### src/rtl/lsu_pkg.sv
// ----------------------------------------------------------------------------
// lsu_pkg
// Shared definitions for the load/store unit: RV32 funct3 size codes, the
// access FSM state type and small helpers that classify a request.
// Optional feature macro used by users of this package: LSU_MISALIGN_EXC_EN.
// ----------------------------------------------------------------------------
package lsu_pkg;

    localparam logic [2:0] F3_B  = 3'd0;
    localparam logic [2:0] F3_H  = 3'd1;
    localparam logic [2:0] F3_W  = 3'd2;
    localparam logic [2:0] F3_BU = 3'd4;
    localparam logic [2:0] F3_HU = 3'd5;

    typedef enum logic [1:0] {
        S_IDLE = 2'd0,
        S_REQ  = 2'd1,
        S_WAIT = 2'd2,
        S_DONE = 2'd3
    } lsu_state_t;

    // Stores only exist for B/H/W; loads additionally have the unsigned forms.
    function automatic logic f3_valid(input logic we, input logic [2:0] f3);
        if (we) begin
            return (f3 == F3_B) || (f3 == F3_H) || (f3 == F3_W);
        end
        return (f3 == F3_B) || (f3 == F3_H) || (f3 == F3_W) ||
               (f3 == F3_BU) || (f3 == F3_HU);
    endfunction

    // A halfword must sit on an even byte, a word on a word boundary.
    function automatic logic is_misaligned(input logic [2:0] f3, input logic [1:0] off);
        if ((f3 == F3_H) || (f3 == F3_HU)) begin
            return off[0];
        end
        if (f3 == F3_W) begin
            return off != 2'b00;
        end
        return 1'b0;
    endfunction

endpackage

### src/rtl/lsu_lane.sv
// ----------------------------------------------------------------------------
// lsu_lane
// Purely combinational byte-lane steering for the load/store unit.
// Store path: st_funct3, st_offset, st_wdata -> st_be, st_data
//   (byte/halfword data replicated across lanes, enables select the lane).
// Load path:  ld_funct3, ld_offset, ld_rdata -> ld_data
//   (lane selected and sign/zero extended; word passed through).
// Halfword and word accesses ignore the low offset bits, which aligns
// misaligned addresses down.
// ----------------------------------------------------------------------------
module lsu_lane
    import lsu_pkg::*;
(
    input  logic [2:0]  st_funct3,
    input  logic [1:0]  st_offset,
    input  logic [31:0] st_wdata,
    output logic [3:0]  st_be,
    output logic [31:0] st_data,
    input  logic [2:0]  ld_funct3,
    input  logic [1:0]  ld_offset,
    input  logic [31:0] ld_rdata,
    output logic [31:0] ld_data
);

    logic [7:0]  byte_sel;
    logic [15:0] half_sel;

    always_comb begin
        st_be   = 4'b0000;
        st_data = st_wdata;
        case (st_funct3)
            F3_B: begin
                st_be   = 4'b0001 << st_offset;
                st_data = {4{st_wdata[7:0]}};
            end
            F3_H: begin
                st_be   = st_offset[1] ? 4'b1100 : 4'b0011;
                st_data = {2{st_wdata[15:0]}};
            end
            F3_W: begin
                st_be   = 4'b1111;
            end
            default: begin
                st_be   = 4'b0000;
            end
        endcase
    end

    always_comb begin
        byte_sel = ld_rdata[{ld_offset, 3'b000} +: 8];
        half_sel = ld_offset[1] ? ld_rdata[31:16] : ld_rdata[15:0];
        ld_data  = 32'd0;
        case (ld_funct3)
            F3_B:    ld_data = {{24{byte_sel[7]}}, byte_sel};
            F3_BU:   ld_data = {24'd0, byte_sel};
            F3_H:    ld_data = {{16{half_sel[15]}}, half_sel};
            F3_HU:   ld_data = {16'd0, half_sel};
            F3_W:    ld_data = ld_rdata;
            default: ld_data = 32'd0;
        endcase
    end

endmodule

### src/rtl/load_store_unit.sv
// ----------------------------------------------------------------------------
// load_store_unit
// Memory-access stage behind the single-cycle datapath. Each load/store
// becomes one valid/ready transaction on a word-wide bus with byte enables;
// the core is stalled until the access retires in the DONE cycle.
// Ports:
//   clk, reset (async, active low)
//   req_valid/req_we/req_funct3/req_addr/req_wdata : access from the datapath
//   stall      : hold PC / register write while the access is in flight
//   load_data  : extended load result, held until the next load captures
//   mem_req/mem_we/mem_addr/mem_wdata/mem_be       : bus request (word address)
//   mem_ready  : bus accepts the request this cycle
//   mem_rvalid/mem_rdata                           : bus read response
//   misalign   : misaligned-access flag, only with LSU_MISALIGN_EXC_EN
// Optional feature macro: LSU_MISALIGN_EXC_EN (misaligned accesses skip the
// bus and raise misalign; otherwise they are aligned down and proceed).
// ----------------------------------------------------------------------------
module load_store_unit
    import lsu_pkg::*;
#(
    parameter int ADDR_W = 16,
    parameter int DATA_W = 32
) (
    input  logic              clk,
    input  logic              reset,
    input  logic              req_valid,
    input  logic              req_we,
    input  logic [2:0]        req_funct3,
    input  logic [ADDR_W-1:0] req_addr,
    input  logic [DATA_W-1:0] req_wdata,
    output logic              stall,
    output logic [DATA_W-1:0] load_data,
    output logic              mem_req,
    output logic              mem_we,
    output logic [ADDR_W-3:0] mem_addr,
    output logic [DATA_W-1:0] mem_wdata,
    output logic [3:0]        mem_be,
    input  logic              mem_ready,
    input  logic              mem_rvalid,
    input  logic [DATA_W-1:0] mem_rdata
`ifdef LSU_MISALIGN_EXC_EN
    ,
    output logic              misalign
`endif
);

    lsu_state_t        state;
    lsu_state_t        state_next;

    logic [ADDR_W-3:0] addr_q;
    logic [1:0]        off_q;
    logic [2:0]        f3_q;
    logic              we_q;
    logic [DATA_W-1:0] wdata_q;
    logic [3:0]        be_q;
    logic [DATA_W-1:0] load_data_q;

    logic [3:0]        st_be;
    logic [31:0]       st_data;
    logic [31:0]       ld_ext;

    logic              issue;
    logic              req_ok;
    logic              skip_bus;

    lsu_lane u_lane (
        .st_funct3 (req_funct3),
        .st_offset (req_addr[1:0]),
        .st_wdata  (req_wdata),
        .st_be     (st_be),
        .st_data   (st_data),
        .ld_funct3 (f3_q),
        .ld_offset (off_q),
        .ld_rdata  (mem_rdata),
        .ld_data   (ld_ext)
    );

    assign issue  = (state == S_IDLE) && req_valid;
    assign req_ok = f3_valid(req_we, req_funct3);

`ifdef LSU_MISALIGN_EXC_EN
    logic req_misaligned;
    logic misalign_q;

    assign req_misaligned = is_misaligned(req_funct3, req_addr[1:0]);
    assign skip_bus       = !req_ok || req_misaligned;
    assign misalign       = misalign_q;
`else
    assign skip_bus       = !req_ok;
`endif

    always_ff @(posedge clk or negedge reset) begin
        if (!reset) begin
            state <= S_IDLE;
        end else begin
            state <= state_next;
        end
    end

    // Bus outputs are only live in REQ; stall drops exactly in DONE so the
    // core retires the instruction and the unit ignores its req_valid there.
    always_comb begin
        state_next = state;
        stall      = req_valid && (state != S_DONE);
        mem_req    = 1'b0;
        mem_we     = 1'b0;
        mem_be     = 4'b0000;
        case (state)
            S_IDLE: begin
                if (req_valid) begin
                    state_next = skip_bus ? S_DONE : S_REQ;
                end
            end
            S_REQ: begin
                mem_req = 1'b1;
                mem_we  = we_q;
                mem_be  = be_q;
                if (mem_ready) begin
                    state_next = we_q ? S_DONE : S_WAIT;
                end
            end
            S_WAIT: begin
                if (mem_rvalid) begin
                    state_next = S_DONE;
                end
            end
            S_DONE: begin
                state_next = S_IDLE;
            end
            default: begin
                state_next = S_IDLE;
            end
        endcase
    end

    // Request fields are captured once at issue so they stay stable while the
    // bus holds off; load_data only changes on a captured response or when an
    // invalid load retires with zero.
    always_ff @(posedge clk or negedge reset) begin
        if (!reset) begin
            addr_q      <= '0;
            off_q       <= 2'b00;
            f3_q        <= 3'd0;
            we_q        <= 1'b0;
            wdata_q     <= '0;
            be_q        <= 4'b0000;
            load_data_q <= '0;
`ifdef LSU_MISALIGN_EXC_EN
            misalign_q  <= 1'b0;
`endif
        end else begin
            if (issue) begin
                addr_q  <= req_addr[ADDR_W-1:2];
                off_q   <= req_addr[1:0];
                f3_q    <= req_funct3;
                we_q    <= req_we;
                wdata_q <= st_data;
                be_q    <= st_be;
                if (!req_we && !req_ok) begin
                    load_data_q <= '0;
                end
            end
            if ((state == S_WAIT) && mem_rvalid) begin
                load_data_q <= ld_ext;
            end
`ifdef LSU_MISALIGN_EXC_EN
            misalign_q <= issue && req_ok && req_misaligned;
`endif
        end
    end

    assign mem_addr  = addr_q;
    assign mem_wdata = wdata_q;
    assign load_data = load_data_q;

endmodule

### config.mk
export PLATFORM = sky130hd
export DESIGN_NAME = load_store_unit
export DESIGN_NICKNAME = d
export VERILOG_FILES = /design/src/rtl/lsu_pkg.sv /design/src/rtl/lsu_lane.sv /design/src/rtl/load_store_unit.sv
export SDC_FILE = /design/constraint.sdc
export NUM_CORES = 1
export LEC_CHECK = 0
export ABC_AREA = 1
export CORE_MARGIN = 2
export CORE_UTILIZATION = 40
export DETAILED_ROUTE_END_ITERATION = 8
export GPL_ROUTABILITY_DRIVEN = 1
export PLACE_DENSITY_LB_ADDON = 0.05
export RECOVER_POWER = 100
export SKIP_CTS_REPAIR_TIMING = 1
export SLEW_MARGIN = 20
export SYNTH_ARGS = -nofsm -noshare
export SYNTH_HDL_FRONTEND = slang
export SYNTH_SLANG_ARGS = --single-unit
### constraint.sdc
create_clock -name clk -period 1.5 [get_ports clk]
set_clock_uncertainty 0.15 [all_clocks]
set_input_delay 0.3 -clock clk [delete_from_list [all_inputs] [get_ports clk]]
set_output_delay 0.3 -clock clk [all_outputs]
set_load 0.02 [all_outputs]
==> out/qor.txt, run 1 <==
Longest Clk Path Bufs - 2
final worst slack - -258.5 ps
IO buf count - 173
Die Y - 111.4 um
VDD IR max - 0.001020 V
Die ar. - 12410 um2
Via-to-Cell Ratio - 5.176
initial antenna violation count - 0
placed insts - 952
GRT Overall Usage - 0.2377
Starting Density - 0.4076
sequential fraction of the synthesis area - 0.4881
CP max stage delay - 440 ps
Total Routed Length - 16160 um
antenna cells - 0
standard-cell row count - 39
CTS Sinks - 90
most frequent cells in the layout - nand2_1, dfrtp_1, clkdlybuf4s50_1, clkbuf_1
period utilization - 1.172
first-pass GRT wire length - 23540 um
CP top delay family - flip-flops
top cell type by total area after synthesis - dfrtp_1
DRT antenna net count - 0
CTS tree - yes
Final min period - 1759 ps
area grow syn2layout - 58.11%
WL/cell - 16.47 um
Max-Cap Viols - 0
failing checks - negative setup slack
Initial DRC Count - 357
Core Region - 11320 um2
critical-path cell list - ha_4 > buf_12 > nand2_2 > inv_2 > buf_6
drt first pass iters - 5
Cells after Synth - 620
Clk pin slew, worst setup/hold paths - 60 ps
post-synthesis area per instance - 7.443 um2
syn_nets - 714
Fin. Hold Viols - 0
Crit Path Category - flop to output port
WP data arrival - 1310 ps
Synth area leaders - dfrtp_1, nand2_1, nand3_1, a21oi_1, nor2_1
startpoint types - flop
hpwl dp - 10610 um
Buf+Inv Stages, Crit Path - 3
# IOs - 174
Crit path required time - 1050 ps
static leakage - 0.003529 uW
distinct cell type count of the synthesized netlist - 31
nature of the critical path endpoint - output port
fmax - 568.7 MHz
leading cell type in the layout, fill and taps excluded - nand2_1
number of global-route vias before repair - 4896
Nets - 930
htree depth - 3
die width - 111.4 um
layout cells sized above 1 - 0.2220
vias - 5078
Slew Limit Fails - 0
Hold WC Path Type - flop to flop
area of the mapped netlist - 4614 um2
Slew headroom - 0.4566
Setup-failing EPs final - 126
slowest CP cell - dfrtp_2
Seq cells post-synth - 90
CP Max Fanout - 6
Final Util - 0.6445
unrepaired setup endpoints after global routing - yes
Worst Max-Slew Pin Slew - 815.0 ps
worst skew pair latency - 350 ps
Final GP Congestion - 0.8579
status - complete, but fails checks
YS warnings - 0
TritonCTS Buffers - 9
largest net degree at the start of global routing - 36
clock root cell - clkbuf_16
Yosys top cell area share - 0.4881
DRC viols - 0
fin cells - 981
total grt overflow - 0
pwr/cell area - 1854 nW/um2
-- cell families after synthesis --
logic type,share of synthesized area
and+or+nand+nor,0.3549
DFF,0.4881
AOI/OAI and AO/OA,0.07755
buffers and inverters,0.06589
adders and majority gates,0.01356
-- power by group --
group	switching, uW	internal, uW
sequential	761	3500
clock	900	1190
combinational	4360	2810
total	6020	7500
-- layout make-up --
cell class	instances	area, um2
Clock buffer	13	260.3
Fill cell	1031	4025
Inverter	32	127.6
Multi-Input combinational cell	465	2436
Sequential cell	90	2253
Tap cell	143	178.9
Timing Repair Buffer	238	2039
-- synthesized netlist by cell type, drive strengths merged --
cell / instances
o21ai: 20
or2: 3
ha: 5
buf: 21
and2: 1
nor2: 29
clkbuf: 12
o2111ai: 1
dfrtp: 90
nand4: 2
inv: 32
nand2: 287
a21oi: 34
a22oi: 1
a31oi: 5
nand3: 68
nor3: 5
o211ai: 4
-- path summary, 6_finish.rpt --
kind,endpoint,slack [ps],start,cells after the start
worst max-delay path,mem_be[2],-260,state[0]$_DFFE_PN0P_,5
min in group asynchronous,load_data[28]$_DFFE_PN0P_,420,reset,2
max in group asynchronous,state[0]$_DFFE_PN0P_,-90,reset,3
worst max register to register,load_data[0]$_DFFE_PN0P_,-220,state[1]$_DFFE_PN0P_,9
worst min register to register,mem_wdata[6]$_DFFE_PN0P_,330,mem_wdata[6]$_DFFE_PN0P_,2
worst min-delay path,mem_wdata[6]$_DFFE_PN0P_,330,mem_wdata[6]$_DFFE_PN0P_,2
-- worst min-delay path: cells and delay by family, from the launching register on --
| family | cells | cell delay, ps |
|---|---|---|
| AND/OR/NAND/NOR | 2 | 100 |
| flip-flops | 1 | 340 |
-- flip-flops by register name, summed over array words and instances (netlist names) --
name and cells:
state 2, we_q 1, mem_wdata 32, load_data 32, be_q 4, f3_q 3
mem_addr 14, off_q 2
-- layer usage --
metal | track usage | up-vias | share of wire | wire length, um
li1 | - | 2415 | - | -
met1 | 0.2812 | 2402 | 0.38 | 6153
met2 | 0.3972 | 219 | 0.50 | 8150
met3 | 0.07349 | 42 | 0.078 | 1258
met4 | 0.1111 | 0 | 0.037 | 596
met5 | 0 | - | 0 | 0
-- through the flow --
step | setup TNS, ps | setup slack, ps | area [um2] | total power (uW) | hold WS (ps)
floorplan | 0 | 16.32 | 4681 | 8225 | -145.6
global placement | -21030 | -462.2 | 6843 | 11510 | 11.44
detailed placement | -23150 | -469.2 | 6843 | 11670 | 13.08
CTS | -30990 | -754.7 | 7103 | 13820 | -358.4
global route | -28910 | -308.7 | 7296 | 14510 | 345.4
finish | -12780 | -258.5 | 7296 | 13530 | 326.6
Note: power is estimated with default switching activity, not from simulation.
==> inputs of run 2 (changes only) <==
--- a/config.mk
+++ b/config.mk
@@ -9,7 +9,7 @@
 export CORE_MARGIN = 2
 export CORE_UTILIZATION = 40
 export DETAILED_ROUTE_END_ITERATION = 8
-export GPL_ROUTABILITY_DRIVEN = 1
+export GPL_ROUTABILITY_DRIVEN = 0
 export PLACE_DENSITY_LB_ADDON = 0.05
 export RECOVER_POWER = 100
 export SKIP_CTS_REPAIR_TIMING = 1
==> out/qor.txt, run 2 (same netlist as run 1, synthesis figures left out) <==
Final min period - 1719 ps (-39.23 ps)
Slew Limit Fails - 0 (unchanged)
Critical R2R Capture - load_data[12]$_DFFE_PN0P_
CTS Sinks - 90 (unchanged)
antenna cells - 0 (unchanged)
Max-Cap Viols - 0 (unchanged)
first-pass GRT wire length - 23230 um (-1.3%)
die width - 111.4 um (unchanged)
worst skew pair latency - 350 ps (about the same)
final worst slack - -219.3 ps (+39.23 ps)
Multi-input gate area - 2318 um2 (-4.8%)
FF-to-FF setup slack - -170 ps (+50 ps)
clock root cell - clkbuf_16
Core Region - 11320 um2 (unchanged)
Slew headroom - 0.5942 (+0.1376)
period utilization - 1.146 (-0.02616)
# IOs - 174 (unchanged)
critical-path cell list - inv_2 > ha_4 > nand2_1 > inv_1 > buf_6
WP data arrival - 1270 ps (-40 ps)
layout cells sized above 1 - 0.1950 (-0.02695)
failing checks - negative setup slack
Reg-to-Reg Start - state[0]$_DFFE_PN0P_
placed insts - 951 (-0.11%)
Starting Density - 0.4076 (unchanged)
DRC viols - 0 (unchanged)
Fillers - 1053 (+2.1%)
Nets - 930 (unchanged)
Crit Path Category - flop to output port
CP top delay family - flip-flops
register area - 2253 um2 (unchanged)
Longest Clk Path Bufs - 2 (unchanged)
TritonCTS Buffers - 9 (unchanged)
Initial DRC Count - 353 (-1.1%)
WL/cell - 15.73 um (-4.5%)
GRT Overall Usage - 0.2313 (-0.006371)
fin cells - 984 (+0.31%)
Reg2Reg Depth - 8 (-1)
VDD IR max - 0.0009575 V (-6.1%)
Buf+Inv Stages, Crit Path - 3 (unchanged)
Die ar. - 12410 um2 (unchanged)
most frequent cells in the layout - nand2_1, dfrtp_1, clkdlybuf4s50_1, clkbuf_1, nand3_1
fmax - 581.6 MHz (+2.3%)
setup slack at placement - -472.5 ps (-3.316 ps)
Clk pin slew, worst setup/hold paths - 70 ps (about the same)
status - complete, but fails checks
pwr/cell area - 1925 nW/um2 (+3.8%)
Crit path required time - 1050 ps (about the same)
IO buf count - 173 (unchanged)
number of global-route vias before repair - 4765 (-2.7%)
vias - 4987 (-1.8%)
static leakage - 0.003507 uW (-0.62%)
CP Max Fanout - 7 (+1)
CTS tree - yes
Die Y - 111.4 um (unchanged)
leading cell type in the layout, fill and taps excluded - nand2_1
unrepaired setup endpoints after global routing - yes
total grt overflow - 0 (unchanged)
startpoint types - flop
Setup-failing EPs final - 93 (-26%)
CP max stage delay - 400 ps (-40 ps)
Total Routed Length - 15480 um (-4.2%)
hpwl dp - 10280 um (-3.1%)
drt first pass iters - 4 (-1)
area grow syn2layout - 56.56%
Via-to-Cell Ratio - 5.068 (-2.1%)
standard-cell row count - 39 (unchanged)
DRT antenna net count - 0 (unchanged)
Hold WC Path Type - input port to async pin
slowest CP cell - dfrtp_1
Worst Max-Slew Pin Slew - 608.7 ps (-206.3 ps)
Fin. Hold Viols - 0 (unchanged)
initial antenna violation count - 0 (unchanged)
largest net degree at the start of global routing - 48 (+33%)
nature of the critical path endpoint - output port
htree depth - 3 (unchanged)
run 2: final cells by class:
class / count / share of cell area
clock buffers: 9 / 0.03117
clock inverters: 7 / 0.01299
inverters: 32 / 0.01870
multi-input cells: 465 / 0.3209
flip-flops and latches: 90 / 0.3119
well taps: 143 / 0.02477
repair buffers: 238 / 0.2795
run 2: per-layer routing:
metal	GRT usage	share of wire	wire, um	vias to the layer above
met2	0.3951	0.51	7896	195
met5	0	0	0	-
met4	0.08395	0.018	279	0
met3	0.06315	0.074	1151	21
met1	0.2821	0.40	6150	2360
li1	-	-	-	2411
run 2: per-stage QoR:
| step | setup TNS (ps) | hold slack, ps | total power (uW) | utilization | instance area (um2) |
|---|---|---|---|---|---|
| 3_5_place_dp | -23020 | 14.21 | 11680 | 0.6049 | 6848 |
| 2_1_floorplan | 0 | -145.6 | 8225 | - | 4681 |
| 6_report | -10120 | 183.1 | 13910 | 0.6382 | 7224 |
| 3_3_place_gp | -20950 | 11.92 | 11540 | 0.6049 | 6848 |
| 5_1_grt | -16590 | 204.7 | 14850 | 0.6382 | 7224 |
| 4_1_cts | -29910 | -361.3 | 14180 | 0.6331 | 7167 |
run 2: worst max-delay path by stage:
stage,to,cells past startpoint,start,slack (ps)
after CTS,stall,4,state[1]$_DFFE_PN0P_,-760
after global placement,stall,4,req_valid,-460
after global routing,mem_be[0],5,state[1]$_DFFE_PN0P_,-290
after detailed placement,stall,4,req_valid,-470
final,mem_be[0],5,state[1]$_DFFE_PN0P_,-220
after floorplan,state[1]$_DFFE_PN0P_,6,state[1]$_DFFE_PN0P_,20
run 2: power by group:
part           internal (uW)  total [uW]  switching, uW
sequential              3500        4250            745
clock                   1460        2430            977
combinational           2890        7230           4340
